$ cat src/rtl/encoder_4x2_seq_pkg.sv
// Shared definitions for the 4-line sticky request encoder.
package encoder_4x2_seq_pkg;

  localparam int CODE_W = 2;
  localparam int NLINES = 1 << CODE_W;

  // Selection policies for the RR parameter
  localparam int RR_FIXED = 0;
  localparam int RR_ROUND = 1;

  typedef enum logic {
    ST_IDLE    = 1'b0,
    ST_PRESENT = 1'b1
  } state_t;

endpackage

$ cat src/rtl/encoder_4x2_pick.sv
// Combinational line selector: fixed priority (highest index) or
// round-robin search upward from ptr, wrapping modulo the line count.
module encoder_4x2_pick
  import encoder_4x2_seq_pkg::*;
(
  input  logic [NLINES-1:0] req,
  input  logic [CODE_W-1:0] ptr,
  input  logic              rr,
  output logic [CODE_W-1:0] idx,
  output logic              any
);

  logic [CODE_W-1:0] w_j;

  // Select one requesting line; later loop iterations override earlier ones
  always_comb begin
    idx = '0;
    w_j = '0;
    any = |req;
    if (!rr) begin
      // Ascending scan so the highest set index is the one kept
      for (int i = 0; i < NLINES; i++) begin
        if (req[i]) idx = CODE_W'(i);
      end
    end else begin
      // Descending offset scan so the smallest offset from ptr is kept
      for (int k = NLINES - 1; k >= 0; k--) begin
        w_j = ptr + CODE_W'(k);
        if (req[w_j]) idx = w_j;
      end
    end
  end

endmodule

$ cat src/rtl/encoder_4x2_seq.sv
// Sticky 4-line request collector presenting one pending line index at a
// time on a valid/ready handshake; the accepted line is cleared.
module encoder_4x2_seq
  import encoder_4x2_seq_pkg::*;
#(
  parameter int RR = 0,
  parameter int W  = 2
) (
  input  logic              clk,
  input  logic              rst_n,
  input  logic [NLINES-1:0] a,
  input  logic              ready,
  output logic [W-1:0]      b,
  output logic              valid,
  output logic [NLINES-1:0] pending,
  output logic              overflow
);

  state_t            r_state;
  state_t            w_state_nx;
  logic              w_load;
  logic [W-1:0]      r_b;
  logic [W-1:0]      r_ptr;
  logic [W-1:0]      w_ptr_nx;
  logic [NLINES-1:0] r_pending;
  logic              r_overflow;
  logic              w_acc;
  logic [NLINES-1:0] w_clr;
  logic [NLINES-1:0] w_pending_nx;
  logic              w_overflow_nx;
  logic [W-1:0]      w_pick;
  logic              w_any;
  logic              w_rr;

  assign w_rr = (RR != RR_FIXED);

  // Accept, clear mask, and the next pending set (new events win over clear)
  always_comb begin
    w_acc         = valid & ready;
    w_clr         = w_acc ? (NLINES'(1) << r_b) : '0;
    w_pending_nx  = (r_pending & ~w_clr) | a;
    w_overflow_nx = |(a & r_pending & ~w_clr);
    // Search from the pointer as it will stand after this cycle's accept,
    // so the just-served line goes to the back of the rotation
    w_ptr_nx      = w_acc ? (r_b + W'(1)) : r_ptr;
  end

  encoder_4x2_pick u_pick (
    .req (w_pending_nx),
    .ptr (w_ptr_nx),
    .rr  (w_rr),
    .idx (w_pick),
    .any (w_any)
  );

  // State register
  always_ff @(posedge clk or negedge rst_n) begin
    if (!rst_n) r_state <= ST_IDLE;
    else        r_state <= w_state_nx;
  end

  // Next state and code-load decision; a stalled code is never replaced
  always_comb begin
    w_state_nx = r_state;
    w_load     = 1'b0;
    case (r_state)
      ST_IDLE: begin
        if (w_any) begin
          w_state_nx = ST_PRESENT;
          w_load     = 1'b1;
        end
      end
      ST_PRESENT: begin
        if (ready) begin
          if (w_any) w_load     = 1'b1;
          else       w_state_nx = ST_IDLE;
        end
      end
      default: w_state_nx = ST_IDLE;
    endcase
  end

  // FSM outputs
  always_comb begin
    valid = (r_state == ST_PRESENT);
  end

  // Datapath registers: presented code, pointer, pending set, overflow pulse
  always_ff @(posedge clk or negedge rst_n) begin
    if (!rst_n) begin
      r_b        <= '0;
      r_ptr      <= '0;
      r_pending  <= '0;
      r_overflow <= 1'b0;
    end else begin
      if (w_load) r_b <= w_pick;
      r_ptr      <= w_ptr_nx;
      r_pending  <= w_pending_nx;
      r_overflow <= w_overflow_nx;
    end
  end

  assign b        = r_b;
  assign pending  = r_pending;
  assign overflow = r_overflow;

endmodule
$ cat config.mk
export PLATFORM = sky130hd
export DESIGN_NAME = encoder_4x2_seq
export DESIGN_NICKNAME = d
export VERILOG_FILES = /design/src/rtl/encoder_4x2_seq_pkg.sv /design/src/rtl/encoder_4x2_pick.sv /design/src/rtl/encoder_4x2_seq.sv
export SDC_FILE = /design/constraint.sdc
export NUM_CORES = 1
export LEC_CHECK = 0
export ABC_AREA = 1
export BUFFER_PORTS_ARGS = -buffer_cell sky130_fd_sc_hd__buf_4
export CAP_MARGIN = 20
export CORE_AREA = 3 3 40 42
export DETAILED_ROUTE_END_ITERATION = 8
export DIE_AREA = 0 0 43 45
export GPL_TIMING_DRIVEN = 1
export HOLD_SLACK_MARGIN = 0.1
export PLACE_DENSITY_LB_ADDON = 0.3
export SLEW_MARGIN = 20
export SYNTH_ARGS = -nofsm -noshare
export SYNTH_HDL_FRONTEND = slang
export SYNTH_SLANG_ARGS = --single-unit
$ cat constraint.sdc
create_clock -name clk -period 1.3 [get_ports clk]
set_clock_uncertainty 0.1 [all_clocks]
set_input_delay 0.26 -clock clk [delete_from_list [all_inputs] [get_ports clk]]
set_output_delay 0.26 -clock clk [all_outputs]
set_load 0.05 [all_outputs]
**Yosys cells after proc, flatten, opt, wreduce, memory -nomap -nowiden**

Index checks and enable logic that the tools add are counted.

- Bits in registers: 8
- Latch bits: 0
- Bits in writable memories: 0
- Memory bits (read-only): 0
- Input bits: 7
- Output and inout bits: 8
- Word-level logic and storage cells: 23
- Memories: 0

- Add/subtract/negate cells: 0
- $mul: 0
- Div/mod/pow operators: 0
- Magnitude comparators: 0
- Eq/ne operators: 0
- Shift-type cells: 1
- Mux-type cells: 9
- Bitwise operators: 7
- Reduce and logical (&&, ||, !) cells: 2

Operator list:

| kind | number |
|---|---|
| $and A4 B4 Y4 | 3 |
| $reduce_or A4 Y1 | 2 |
| $mux W1 | 4 |
| $mux W2 | 2 |
| $mux W4 | 1 |
| $not A4 Y4 | 1 |
| $or A4 B4 Y4 | 1 |
| $pmux W1 S2 | 2 |
| $shl A1 B2 Y4 const A | 1 |
| $and A1 B1 Y1 | 1 |
| $not A1 Y1 | 1 |

**Logic depth before layout (Yosys ltp)**

Gate-level depths: netlist of the first run.

- Depth after elaboration: 9
- Gate-level depth with buffers: 10
- Gate-level depth less buffers: 10

**Modules after synthesis**

Synthesis of the first run repeated with hierarchy kept, for this count alone.

- Cell total of the unflattened synthesis: 104
- Area, all modules: 735.7 µm²

Modules (own cells, without submodules):

| module | times used | cells an instance | area an instance (µm²) | seq. area each (µm²) |
|---|---|---|---|---|
| encoder_4x2_seq | 1 | 58 | 500.5 | 250.2 |
| encoder_4x2_pick | 1 | 46 | 235.2 | 0.0 |

**Worst setup path before layout of the first run**

No wires, ideal clock.

- Kind: flip-flop to flip-flop
- From: register r_b[0], in the netlist b[0]
- To: register r_b[0], in the netlist b[0]
- Setup time: 0.120 ns
- Arrival: 1.333 ns
- Path slack: -0.253 ns
- Cell stages (with the launch flop): 8
- Path buffers: 0
- Cells stage by stage: dfrtp_1 > nand2_1 > o21ai_2 > nand2_2 > nor2_4 > nand2_2 > nand3_1 > nand2_1

- Longest elaborated chain between the ends: 9
- Elaborated cells on any way between the ends: 12
- Classes of those cells: shift: 1; mux: 7; bitwise: 3; reduce/logical: 1

RTL lines:

| what | line | source |
|---|---|---|
| from (decl) | encoder_4x2_seq.sv:22 | `logic [W-1:0] r_b;` |
| from (signal assigned) | encoder_4x2_seq.sv:96 | `if (w_load) r_b <= w_pick;` |
| $shl A1 B2 Y4 (*) | encoder_4x2_seq.sv:40 | `w_clr = w_acc ? (NLINES'(1) << r_b) : '0;` |
| $mux W4 (*) | encoder_4x2_seq.sv:40 |  |
| $not A4 Y4 (*) | encoder_4x2_seq.sv:41 | `w_pending_nx = (r_pending & ~w_clr) \| a;` |
| $and A4 B4 Y4 (*) | encoder_4x2_seq.sv:41 |  |
| $or A4 B4 Y4 (*) | encoder_4x2_seq.sv:41 |  |
| named net u_pick.req[3] | encoder_4x2_pick.sv:6 | `input logic [NLINES-1:0] req,` |
| $reduce_or A4 Y1 | encoder_4x2_pick.sv:19 | `any = \|req;` |
| $mux W1 | encoder_4x2_seq.sv:68, encoder_4x2_seq.sv:75 |  |
| $mux W1 | encoder_4x2_seq.sv:74 | `if (ready) begin` |
| $pmux W1 S2 | encoder_4x2_seq.sv:66 | `case (r_state)` |

The timed path passes the listed nets; every way through them passes the cells marked *.
A chain may end at the register's enable or synchronous reset.

**Final worst setup path of the first run**

- From: register r_b[1], in the netlist b[1]
- To: register r_b[0], in the netlist b[0]

Same word-level chain as after synthesis.

==> results of run 1 <==
synth_stat cells:
library cell / instances / share of area (%)
sky130_fd_sc_hd__dfrtp_1: 8 / 48
sky130_fd_sc_hd__inv_1: 9 / 8.2
sky130_fd_sc_hd__nand2_1: 11 / 10
sky130_fd_sc_hd__nand2_2: 9 / 14
sky130_fd_sc_hd__nand3_1: 3 / 3.6
sky130_fd_sc_hd__nor2_1: 6 / 5.4
sky130_fd_sc_hd__nor2_4: 2 / 5.4
sky130_fd_sc_hd__o21ai_0: 1 / 1.2
sky130_fd_sc_hd__o21ai_2: 1 / 2.1
sky130_fd_sc_hd__o221ai_1: 1 / 2.1
placed cells by master (no fill, tap or decap):
cell type,count
sky130_fd_sc_hd__buf_4,15
sky130_fd_sc_hd__nand2_1,10
sky130_fd_sc_hd__nand2_2,8
sky130_fd_sc_hd__inv_1,7
sky130_fd_sc_hd__nor2_1,6
sky130_fd_sc_hd__dfrtp_1,5
sky130_fd_sc_hd__dfrtp_2,3
sky130_fd_sc_hd__clkbuf_4,3
sky130_fd_sc_hd__inv_2,2
sky130_fd_sc_hd__nand2_4,2
sky130_fd_sc_hd__nor2_4,2
sky130_fd_sc_hd__nand3_1,2
sky130_fd_sc_hd__o21ai_2,1
sky130_fd_sc_hd__o221ai_1,1
sky130_fd_sc_hd__o21ai_0,1
sky130_fd_sc_hd__nand3_2,1
sky130_fd_sc_hd__clkbuf_1,1
sky130_fd_sc_hd__dlygate4sd3_1,1
critical path, delay by kind of cell (launching register included):
family	cells	cell delay (ns)
AND/OR/NAND/NOR	8	0.66
flip-flops	1	0.44
per-stage QoR:
| stage | total power [mW] | utilization [%] | instance area, sq um | cells | TNS (ns) |
|---|---|---|---|---|---|
| floorplan | 0.410 | - | 418 | 51 | -0.160 |
| global placement | 0.469 | 42.2 | 542 | 80 | 0 |
| detailed placement | 0.472 | 42.2 | 542 | 80 | -0.0113 |
| CTS | 0.686 | 46.0 | 591 | 85 | -0.00372 |
| global route | 0.715 | 46.9 | 603 | 86 | -0.275 |
| finish | 0.686 | 46.9 | 603 | 86 | -0.00907 |
registers in the layout (all words and copies together), names as in the netlist:
register and count:
b 2, overflow 1, pending 4, valid 1
layout make-up:
class | instances | area (sq um) | share of cell area, %
sequential | 8 | 204 | 33.8
clock buffer | 4 | 26.3 | 4.36
multi-input combinational | 34 | 198 | 32.8
timing repair buffer | 16 | 123 | 20.3
tap | 15 | 18.8 | 3.11
inverter | 9 | 33.8 | 5.60
routing by layer:
layer / share of wire (%) / track usage [%] / routed length [microns]
met5: 0 / 0 / 0
met3: 4.5 / 2.39 / 41
met4: 2.5 / 9.04 / 23
met2: 48 / 15.0 / 438
met1: 45 / 11.9 / 407
power by group through the flow:
stage / Combinational [mW] / Sequential [mW] / Clock, mW
after floorplan: 0.0635 / 0.346 / 0
after global placement: 0.182 / 0.287 / 0
final: 0.195 / 0.283 / 0.208
after detailed placement: 0.185 / 0.287 / 0
after global routing: 0.208 / 0.287 / 0.220
after CTS: 0.193 / 0.283 / 0.210
timing repair:
action	CTS	global route
endpoints found under the setup margin	1	3
gates resized for setup	3	2
pin swaps	2	3
buffers inserted	0	1
hold buffers	1	0
hold endpoints to repair	8	0
worst paths after layout:
kind | from | end | slack (ns) | cells past startpoint
setup / recovery | b[1] | b[0] | -0.009 | 8
hold / removal | a[0] | pending[0] | 0.15 | 3
setup reg to reg | b[1] | b[0] | -0.009 | 8
hold reg to reg | b[1] | b[1] | 0.45 | 2
max in group asynchronous | rst_n | b[0] | 0.71 | 2
min in group asynchronous | rst_n | pending[3] | 0.25 | 2
cell families (layout without fill, tap and decap cells):
logic type,count (synthesis),after routing,share of synthesized area (%)
AO/OA/AOI/OAI,3,3,5.44
buffers and inverters,9,29,8.16
AND/OR/NAND/NOR,31,31,38.1
flip-flops,8,8,48.3
==> results.txt, run 1 <==
----------------------------------------------------
[Logic synthesis]
  Synthesized instance count ... just over 50
  Net count of the mapped netlist ... 58
  Unique masters post-synth ... 10
  Synthesized area ... 414 sq um
  Part of the Yosys area used for sequential elements ... 48.3%
  Number of warnings issued by yosys ... 0
  Mean Syn Cell Area ... approximately 8 sq um
  Post-synthesis register bit count ... 8

[Clock tree]
  Master cell of the clock root buffer ... sky130_fd_sc_hd__clkbuf_4
  CTS tree ... yes
  Total clock buffers created by CTS ... 3
  Clk sinks ... 8
  Clock Pin Slew Worst Setup and Hold Paths ... ~0.060 ns
  Buffer depth of the longest clock path ... 2
  H-tree level count ... 1
  Latest clock arrival within the worst-skew pair ... 0.26 ns

[Power and ir drop]
  Clk pwr share ... 30.4%
  Part of the total power dissipated in sequential elements ... 41.3%
  Leakage power of the design ... 0.312 nW
  Power per Cell Area ... between 1000 and 1500 mW/mm^2
  Worst voltage drop across the vdd grid ... just over 0.4 mV
  Combinational share of power ... 28.4%
  Switching power ... 0.237 mW
  Switching fraction of total power ... 34.6%
  Internal portion of total power ... between 0.4 and 0.5 mW

[Final layout]
  Layout overhead on the synthesized area ... 45.6%
  Nets@finish ... 79
  Fraction of final layout cells with drive strength greater than 1 ... roughly 52%
  # fillers ... 136
  Antenna cell count ... 0

[Setup path]
  Cell with the largest stage delay on the worst path ... sky130_fd_sc_hd__dfrtp_2
  Crit path cell chain ... nor2_1 > nand2_1 > nand2_2 > nand2_4 > nor2_4 > nand2_2 > nand3_2 > nand2_1
  Arrival @ worst endpoint ... 1.36 ns
  Critical Path Start Type ... flop
  Largest stage delay on the critical path ... 0.44 ns
  Req. time, crit path ... 1.35 ns
  Type of the worst setup path ... flop to flop
  Type of destination of the critical path ... flop
  Critical Path Fanout Max ... 6

[Timing]
  Setup repair after global routing missed its margin ... true
  Fmax achieved ... between 700 and 800 MHz
  Minimum setup slack in the final design ... -0.00907 ns
  Worst slew slack as a fraction of its limit ... 88.1%
  Smallest hold slack ... approximately 0.15 ns
  Crit share post-route ... 101%
  Tightest Pin Transition ... 0.178 ns
  Final Critical Period ... approximately 1.3 ns
  Final setup violation count ... 1
  Final-report max-slew violation count ... 0
  Final hold viol count ... 0

[Drt]
  Routed vias ... 380
  Length of the first detailed-routing pass in iterations ... 5
  Iteration-0 DRC Markers ... 6
  Drt via density ... 4.42
  Routed wire length per instance ... roughly 11 microns
  Final routed DRC violation total ... 0
  Final WL ... just over 900 microns
  Antenna Nets Post-Route ... 0

[Global routing]
  Wire length of the first global-routing pass ... about 1400 microns
  Overall overflow remaining after global route ... 0
  Via count of the first global-routing pass ... about 360
  Initial antenna violation count ... 0
  Maximum number of pins on one net before global-route repair ... 9
  Total routing usage reported by global routing ... 10.0%

[Floorplan]
  Total die area ... 0.00194 sq mm
  Boundary Pins ... 15
  Overall die height ... ~45 microns
  Initial core utilization ... 32.2%
  Placement row count ... 13
  Standard cell core area ... 0.00128 sq mm
  Die X ... 43 microns

[Place]
  Post-placement worst setup slack ... -0.0113 ns
  Number of buffers added on ports ... 14
  HPWL after DPL ... 703 microns
  GP Congestion ... between 0.7 and 0.8

[Job]
  Number of violations of the max-capacitance limit ... 0

[Status]
  Failing checks ... setup timing
  Run status ... finished with violations

[Hold path]
  Worst min-delay path class ... input port to flop

----------------------------------------------------
Note: power is estimated with default switching activity, not from simulation.
==> inputs of run 2 (changes only) <==
--- a/config.mk
+++ b/config.mk
@@ -9,11 +9,12 @@
 export BUFFER_PORTS_ARGS = -buffer_cell sky130_fd_sc_hd__buf_4
 export CAP_MARGIN = 20
 export CORE_AREA = 3 3 40 42
+export CTS_BUF_LIST = sky130_fd_sc_hd__clkbuf_4 sky130_fd_sc_hd__clkbuf_8
 export DETAILED_ROUTE_END_ITERATION = 8
 export DIE_AREA = 0 0 43 45
 export GPL_TIMING_DRIVEN = 1
 export HOLD_SLACK_MARGIN = 0.1
-export PLACE_DENSITY_LB_ADDON = 0.3
+export PLACE_DENSITY = 0.68
 export SLEW_MARGIN = 20
 export SYNTH_ARGS = -nofsm -noshare
 export SYNTH_HDL_FRONTEND = slang
==> run 2 against run 1 <==
  * Non-clock buffer count unchanged
  * Wire length down 7.5%
  * Critical endpoint unchanged
  * Power up 2.5%
  * Combinational power up 2%
  * Critical path type unchanged
  * The run now ends clean
  * Sequential share of layout area down 0.35 points
  * Final cell count unchanged
  * Highest routed layer is now met3
  * Flip-flop and latch count unchanged
  * Fmax up 1.4%
  * First-iteration DRC count down 17%
  * Core utilization up 0.49 points
==> results.txt, run 2 (synthesized netlist as in run 1, its figures left out) <==
----------------------------------------------------
[Final layout]
  Final instance area ... 609 sq um (+1.0%)
  Register cell area after layout ... 204 sq um (unchanged)
  Antenna cell count ... 0 (unchanged)
  Multi-input combinational cell area ... 200 sq um (+1.3%)
  # fillers ... 133 (-2.2%)
  Most used cells in the layout excluding fill and tap cells ... sky130_fd_sc_hd__buf_4 (15), sky130_fd_sc_hd__nand2_1 (11), sky130_fd_sc_hd__inv_1 (8), sky130_fd_sc_hd__nand2_2 (7), sky130_fd_sc_hd__dfrtp_1 (5)
  Layout overhead on the synthesized area ... 47.1%
  Max FFs per register ... 4 (unchanged)
  Fraction of final layout cells with drive strength greater than 1 ... 53.5% (+1.4 points)
  Non-filler cells in the finished layout ... 86 (unchanged)
  Commonest non-fill, non-tap cell in the layout ... sky130_fd_sc_hd__buf_4
  Nets@finish ... 79 (unchanged)

[Timing]
  Final setup violation count ... 0 (-1)
  Final hold viol count ... 0 (unchanged)
  Fmax achieved ... 775 MHz (+1.4%)
  Crit share post-route ... 99.3% (-1.4 points)
  Setup repair after global routing missed its margin ... true
  Tightest Pin Transition ... 0.180 ns (+0.00164 ns)
  Final Critical Period ... 1.29 ns (-0.0183 ns)
  Final-report max-slew violation count ... 0 (unchanged)
  Worst slew slack as a fraction of its limit ... 88.0% (about the same)

[Setup path]
  Crit path cell chain ... nor2_2 > nand2_1 > nand2_2 > nand2_4 > nor2_4 > nand2_2 > nand2_2 > nand2_1 > nand2_1
  Number of buffer and inverter stages on the critical path ... 0 (unchanged)
  Req. time, crit path ... 1.39 ns (+0.04 ns)
  Largest stage delay on the critical path ... 0.44 ns (about the same)
  Type of the worst setup path ... flop to flop
  Largest delay share family, worst path ... simple AND/OR/NAND/NOR gates
  Type of destination of the critical path ... flop
  Cell with the largest stage delay on the worst path ... sky130_fd_sc_hd__dfrtp_2
  Critical Path Start Type ... flop
  Arrival @ worst endpoint ... 1.38 ns (+0.02 ns)
  Critical Path Fanout Max ... 6 (unchanged)

[Clock tree]
  Master cell of the clock root buffer ... sky130_fd_sc_hd__clkbuf_4
  Latest clock arrival within the worst-skew pair ... 0.25 ns (about the same)
  Total clock buffers created by CTS ... 3 (unchanged)
  Buffer depth of the longest clock path ... 2 (unchanged)
  Clk sinks ... 8 (unchanged)
  H-tree level count ... 1 (unchanged)
  Clock Pin Slew Worst Setup and Hold Paths ... 0.06 ns (about the same)
  CTS tree ... yes

[Job]
  Number of violations of the max-capacitance limit ... 0 (unchanged)

[Drt]
  Iteration-0 DRC Markers ... 5 (-1)
  Final WL ... 844 microns (-7.5%)
  Routed vias ... 371 (-2.4%)
  Final routed DRC violation total ... 0 (unchanged)
  Routed wire length per instance ... 9.81 microns (-7.5%)
  Drt via density ... 4.31 (-2.4%)
  Antenna Nets Post-Route ... 0 (unchanged)
  Length of the first detailed-routing pass in iterations ... 4 (-1)

[Power and ir drop]
  Worst voltage drop across the vdd grid ... 0.533 mV (+29%)
  Power per Cell Area ... 1150 mW/mm^2 (+1.5%)
  Leakage power of the design ... 0.317 nW (+1.6%)

[Place]
  Number of buffers added on ports ... 14 (unchanged)
  Total instance count after detailed placement ... 80 (unchanged)
  HPWL after DPL ... 683 microns (-2.8%)
  Instance area after placement ... 542 sq um (unchanged)
  GP Congestion ... 0.724 (+1.6%)

[Global routing]
  Wire length of the first global-routing pass ... 1510 microns (+7.9%)
  Maximum number of pins on one net before global-route repair ... 9 (unchanged)
  Via count of the first global-routing pass ... 360 (+0.56%)
  Overall overflow remaining after global route ... 0 (unchanged)
  Total routing usage reported by global routing ... 10.6% (+0.58 points)
  Initial antenna violation count ... 0 (unchanged)

[Floorplan]
  Total die area ... 0.00194 sq mm (unchanged)
  Standard cell core area ... 0.00128 sq mm (unchanged)
  Die X ... 43 microns (unchanged)
  Placement row count ... 13 (unchanged)
  Overall die height ... 45 microns (unchanged)
  Boundary Pins ... 15 (unchanged)
  Initial core utilization ... 32.2% (unchanged)

[Hold path]
  Worst min-delay path class ... input port to flop

[Status]
  Run status ... finished, final reports clean

----------------------------------------------------
-- run 2: cell counts in the layout (fill, tap and decap cells not counted) --
No cell type changed its count.
-- run 2: metal layers --
layer  vias up  GRT usage [%]  wire, microns
li1        192              -              -
met5         -              0              0
met2         8           15.3            446
met3         0           2.39             46
met4         0           7.23              0
met1       171           14.1            351
-- run 2: final timing paths --
kind,cells past startpoint,from,end,slack (ns)
setup / recovery,9,b[1],b[0],0.009
max in group asynchronous,2,rst_n,pending[1],0.70
min in group asynchronous,2,rst_n,pending[3],0.26
hold reg to reg,2,b[1],b[1],0.45
setup reg to reg,9,b[1],b[0],0.009
hold / removal,3,a[0],pending[0],0.17
-- run 2: timing repair --
item,in CTS,in global routing
setup endpoints to repair,1,4
pin swaps,1,3
gates resized for setup,2,3
setup buffers,0,1
endpoints found under the hold margin,8,0
hold buffers,1,0
-- run 2: metrics by stage --
| step | setup TNS (ns) | setup slack, ns | hold WS (ns) | util [%] | total power [mW] |
|---|---|---|---|---|---|
| detailed placement | -0.00974 | -0.00974 | -0.0176 | 42.2 | 0.471 |
| CTS | 0 | 0.00579 | 0.169 | 46.1 | 0.696 |
| global placement | 0 | 0.0215 | -0.0180 | 42.2 | 0.469 |
| finish | 0 | 0.00919 | 0.171 | 47.4 | 0.703 |
| global route | -0.225 | -0.111 | 0.162 | 47.4 | 0.745 |
| floorplan | -0.160 | -0.0888 | -0.136 | - | 0.410 |
-- run 2: layout make-up --
type | count | area share [%]
multi-input combinational | 34 | 32.9
sequential | 8 | 33.5
tap | 15 | 3.08
timing repair buffer | 16 | 20.1
clock buffer | 4 | 4.93
inverter | 9 | 5.54
-- run 2: power by group --
part           switching, mW  internal [mW]
combinational          0.131         0.0678
clock                 0.0829          0.138
sequential            0.0158          0.267
-- run 2: worst reg2reg max path: cells and delay by family (launching register included) --
family,cells,cell delay [ns]
DFF,1,0.44
and+or+nand+nor,9,0.70
==> inputs of run 3 (changes only) <==
--- a/config.mk
+++ b/config.mk
@@ -5,7 +5,7 @@
 export SDC_FILE = /design/constraint.sdc
 export NUM_CORES = 1
 export LEC_CHECK = 0
-export ABC_AREA = 1
+export ABC_AREA = 0
 export BUFFER_PORTS_ARGS = -buffer_cell sky130_fd_sc_hd__buf_4
 export CAP_MARGIN = 20
 export CORE_AREA = 3 3 40 42
@@ -14,7 +14,7 @@
 export DIE_AREA = 0 0 43 45
 export GPL_TIMING_DRIVEN = 1
 export HOLD_SLACK_MARGIN = 0.1
-export PLACE_DENSITY = 0.68
+export PLACE_DENSITY = 0.64
 export SLEW_MARGIN = 20
 export SYNTH_ARGS = -nofsm -noshare
 export SYNTH_HDL_FRONTEND = slang
==> run 3 against run 2 <==
  * The flow now finishes with violations (setup timing)
  * Core utilization rose by 6.7 points
  * First-iteration DRC count fell by 80%
  * Count of clock-buffer cells in the layout did not move
  * Global-route usage rose by 3.0 points
  * Hold slack got worse by 0.037 ns
  * Wire length rose by 27%
  * Critical endpoint is now valid
  * Via count rose by 5.4%
  * Area after synthesis fell by 11%
  * Non-clock buffer count rose by 14
  * Flip-flop and latch count did not move
  * Clock power rose by 4%
  * Die area did not move
==> results.txt, run 3 <==
----------------------------------------------------
[Drt]
  Final WL ... 1070 microns (+27%)
  Antenna Nets Post-Route ... 0 (unchanged)
  Iteration-0 DRC Markers ... 1 (-4)
  Final routed DRC violation total ... 0 (unchanged)
  Routed vias ... 391 (+5.4%)
  Routed wire length per instance ... 12.8 microns (+30%)
  Length of the first detailed-routing pass in iterations ... 2 (-2)
  Drt via density ... 4.65 (+7.9%)

[Global routing]
  Via count of the first global-routing pass ... 409 (+14%)
  Busiest grt layer ... met2
  Overall overflow remaining after global route ... 0 (unchanged)
  Grt met3 use ... 5.18% (+2.8 points)
  Met1 layer usage reported by global route ... 12.7% (-1.5 points)
  Total routing usage reported by global routing ... 13.5% (+3.0 points)
  Maximum number of pins on one net before global-route repair ... 9 (unchanged)
  Met2 routing resource usage after global routing ... 23.7% (+8.4 points)
  Wire length of the first global-routing pass ... 1770 microns (+17%)
  Initial antenna violation count ... 0 (unchanged)

[Logic synthesis]
  Post-synthesis register bit count ... 8 (unchanged)
  Net count of the mapped netlist ... 42 (-28%)
  Unique masters post-synth ... 15 (+5)
  Synthesized area ... 367 sq um (-11%)
  Synth async-reset ratio ... 100% (unchanged)
  Fraction of post-synthesis cell area in the top cell type by area ... 54.6% (+6.3 points)
  Count leader, synth ... sky130_fd_sc_hd__dfrtp_1
  Top cells by count, synth ... sky130_fd_sc_hd__dfrtp_1 (8), sky130_fd_sc_hd__a21oi_1 (4), sky130_fd_sc_hd__inv_1 (4), sky130_fd_sc_hd__nand3_1 (4)
  Post-synth top flop ... sky130_fd_sc_hd__dfrtp_1
  Part of the Yosys area used for sequential elements ... 54.6% (+6.3 points)
  Synthesized instance count ... 35 (-31%)
  Mean Syn Cell Area ... 10.5 sq um (+29%)
  Cell types with the largest area share after synthesis ... sky130_fd_sc_hd__dfrtp_1 (55%), sky130_fd_sc_hd__a21oi_1 (5.5%), sky130_fd_sc_hd__nand3_1 (5.5%)
  Cell accounting for the most synthesized area ... sky130_fd_sc_hd__dfrtp_1
  Number of warnings issued by yosys ... 0 (unchanged)
  Number of enable-type register cells in the synthesized netlist ... 0 (unchanged)

[Clock tree]
  Latest clock arrival within the worst-skew pair ... 0.26 ns (about the same)
  H-tree level count ... 1 (unchanged)
  CTS tree ... yes
  Master cell of the clock root buffer ... sky130_fd_sc_hd__clkbuf_4
  Total clock buffers created by CTS ... 3 (unchanged)
  Clk sinks ... 8 (unchanged)
  Clock Pin Slew Worst Setup and Hold Paths ... 0.06 ns (about the same)
  Buffer depth of the longest clock path ... 2 (unchanged)

[Setup path]
  Req. time, crit path ... 1.33 ns (-0.06 ns)
  Number of buffer and inverter stages on the critical path ... 1 (+1)
  Critical Path Start Type ... flop
  Largest stage delay on the critical path ... 0.50 ns (+0.06 ns)
  Reg-to-reg slack, setup ... -0.29 ns (-0.30 ns)
  Cell with the largest stage delay on the worst path ... sky130_fd_sc_hd__or4_1
  Type of destination of the critical path ... flop
  Critical register-to-register path endpoint ... valid
  Critical Path Fanout Max ... 4 (-2)
  RR Startpoint ... b[0]
  Arrival @ worst endpoint ... 1.62 ns (+0.24 ns)
  Largest delay share family, worst path ... simple AND/OR/NAND/NOR gates
  Type of the worst setup path ... flop to flop
  Crit path cell chain ... nand4b_1 > a21oi_2 > inv_2 > or4_1
  R2R depth ... 4 (-5)

[Place]
  Total instance count after detailed placement ... 75 (-6.3%)
  HPWL after DPL ... 792 microns (+16%)
  GP Congestion ... 0.696 (-3.8%)
  Number of buffers added on ports ... 14 (unchanged)

[Final layout]
  Commonest non-fill, non-tap cell in the layout ... sky130_fd_sc_hd__buf_4
  Antenna cell count ... 0 (unchanged)
  Nets@finish ... 77 (-2.5%)
  Most used cells in the layout excluding fill and tap cells ... sky130_fd_sc_hd__buf_4 (21), sky130_fd_sc_hd__buf_6 (5), sky130_fd_sc_hd__dfrtp_1 (5)
  Non-filler cells in the finished layout ... 84 (-2.3%)
  Max FFs per register ... 4 (unchanged)
  Post-route core utilization ... 54.1% (+6.7 points)
  # fillers ... 112 (-16%)
  Layout overhead on the synthesized area ... 89.8%
  Fraction of final layout cells with drive strength greater than 1 ... 62.3% (+8.8 points)

[Hold path]
  WHS Endpoint ... pending[3]
  Worst min-delay path class ... input port to flop
  Worst hold path cell count ... 3 (unchanged)
  Start point of the worst min-delay path ... a[3]

[Timing]
  Tightest Pin Transition ... 0.154 ns (-0.0264 ns)
  Minimum setup slack in the final design ... -0.293 ns (-0.302 ns)
  Final hold viol count ... 0 (unchanged)
  Final-report max-slew violation count ... 0 (unchanged)
  Final Critical Period ... 1.59 ns (+0.302 ns)
  Smallest hold slack ... 0.133 ns (-0.0371 ns)
  Final setup violation count ... 5 (+5)
  Worst slew slack as a fraction of its limit ... 89.7% (+1.7 points)
  Crit share post-route ... 123% (+23 points)
  Setup repair after global routing missed its margin ... true
  Fmax achieved ... 628 MHz (-19%)

[Floorplan]
  Initial core utilization ... 28.5% (-3.7 points)
  Total die area ... 0.00194 sq mm (unchanged)
  Standard cell core area ... 0.00128 sq mm (unchanged)
  Overall die height ... 45 microns (unchanged)
  Boundary Pins ... 15 (unchanged)
  Die X ... 43 microns (unchanged)
  Placement row count ... 13 (unchanged)

[Status]
  Run status ... finished with violations
  Failing checks ... setup timing

[Job]
  Number of violations of the max-capacitance limit ... 0 (unchanged)

[Power and ir drop]
  Overall power of the completed layout ... 0.767 mW (+9.2%)
  Power per Cell Area ... 1100 mW/mm^2 (-4.4%)
  Leakage power of the design ... 0.313 nW (-1.4%)
  Worst voltage drop across the vdd grid ... 0.689 mV (+29%)

----------------------------------------------------
run 3: worst max-delay path by stage:
stage,end,depth (start not counted),start,slack (ns)
finish,valid,4,b[0],-0.29
global route,valid,4,b[1],-0.35
CTS,valid,4,b[0],-0.28
detailed placement,valid,4,b[0],-0.28
global placement,valid,4,b[0],-0.26
floorplan,valid,4,b[0],-0.42
run 3: routing by layer:
metal  routed length (microns)  share of wire (%)
met2                       578                 54
met5                         0                  0
met1                       401                 37
met3                        66                6.1
met4                        27                2.5
run 3: cell families (layout without fill, tap and decap cells):
logic type | Yosys count | in the layout | synth area share, %
buf+inv | 5 | 39 | 5.12
compound gates | 10 | 10 | 18.1
flops | 8 | 8 | 54.6
simple gates | 12 | 12 | 22.2
run 3: layout make-up:
cell class	instances	area, sq um	share of cell area, %
repair buffers	30	269	38.7
flip-flops and latches	8	204	29.3
multi-input cells	22	155	22.3
clock buffers	4	30.0	4.32
inverters	5	18.8	2.70
well taps	15	18.8	2.70
run 3: metrics by stage:
step | TNS, ns | area [sq um] | setup slack (ns)
6_report | -0.987 | 696 | -0.293
3_5_place_dp | -0.503 | 584 | -0.285
2_1_floorplan | -0.674 | 378 | -0.419
4_1_cts | -0.875 | 669 | -0.278
3_3_place_gp | -0.471 | 584 | -0.262
5_1_grt | -1.35 | 696 | -0.346
run 3: worst min-delay path: stages:
cell                      delay [ns]
sky130_fd_sc_hd__buf_4          0.09
sky130_fd_sc_hd__a21oi_2        0.03
sky130_fd_sc_hd__inv_1          0.06
run 3: timing repair:
| item | in CTS | in global routing |
|---|---|---|
| resized for setup | 8 | 4 |
| setup endpoints to repair | 7 | 9 |
| pin swaps | 3 | 3 |
| endpoints found under the hold margin | 8 | 0 |
| hold buffers | 1 | 0 |
| buffers inserted | 3 | 2 |
run 3: power by group:
group,total (mW),switching (mW),internal (mW)
clock,0.230,0.0910,0.139
combinational,0.255,0.130,0.125
sequential,0.283,0.0150,0.268
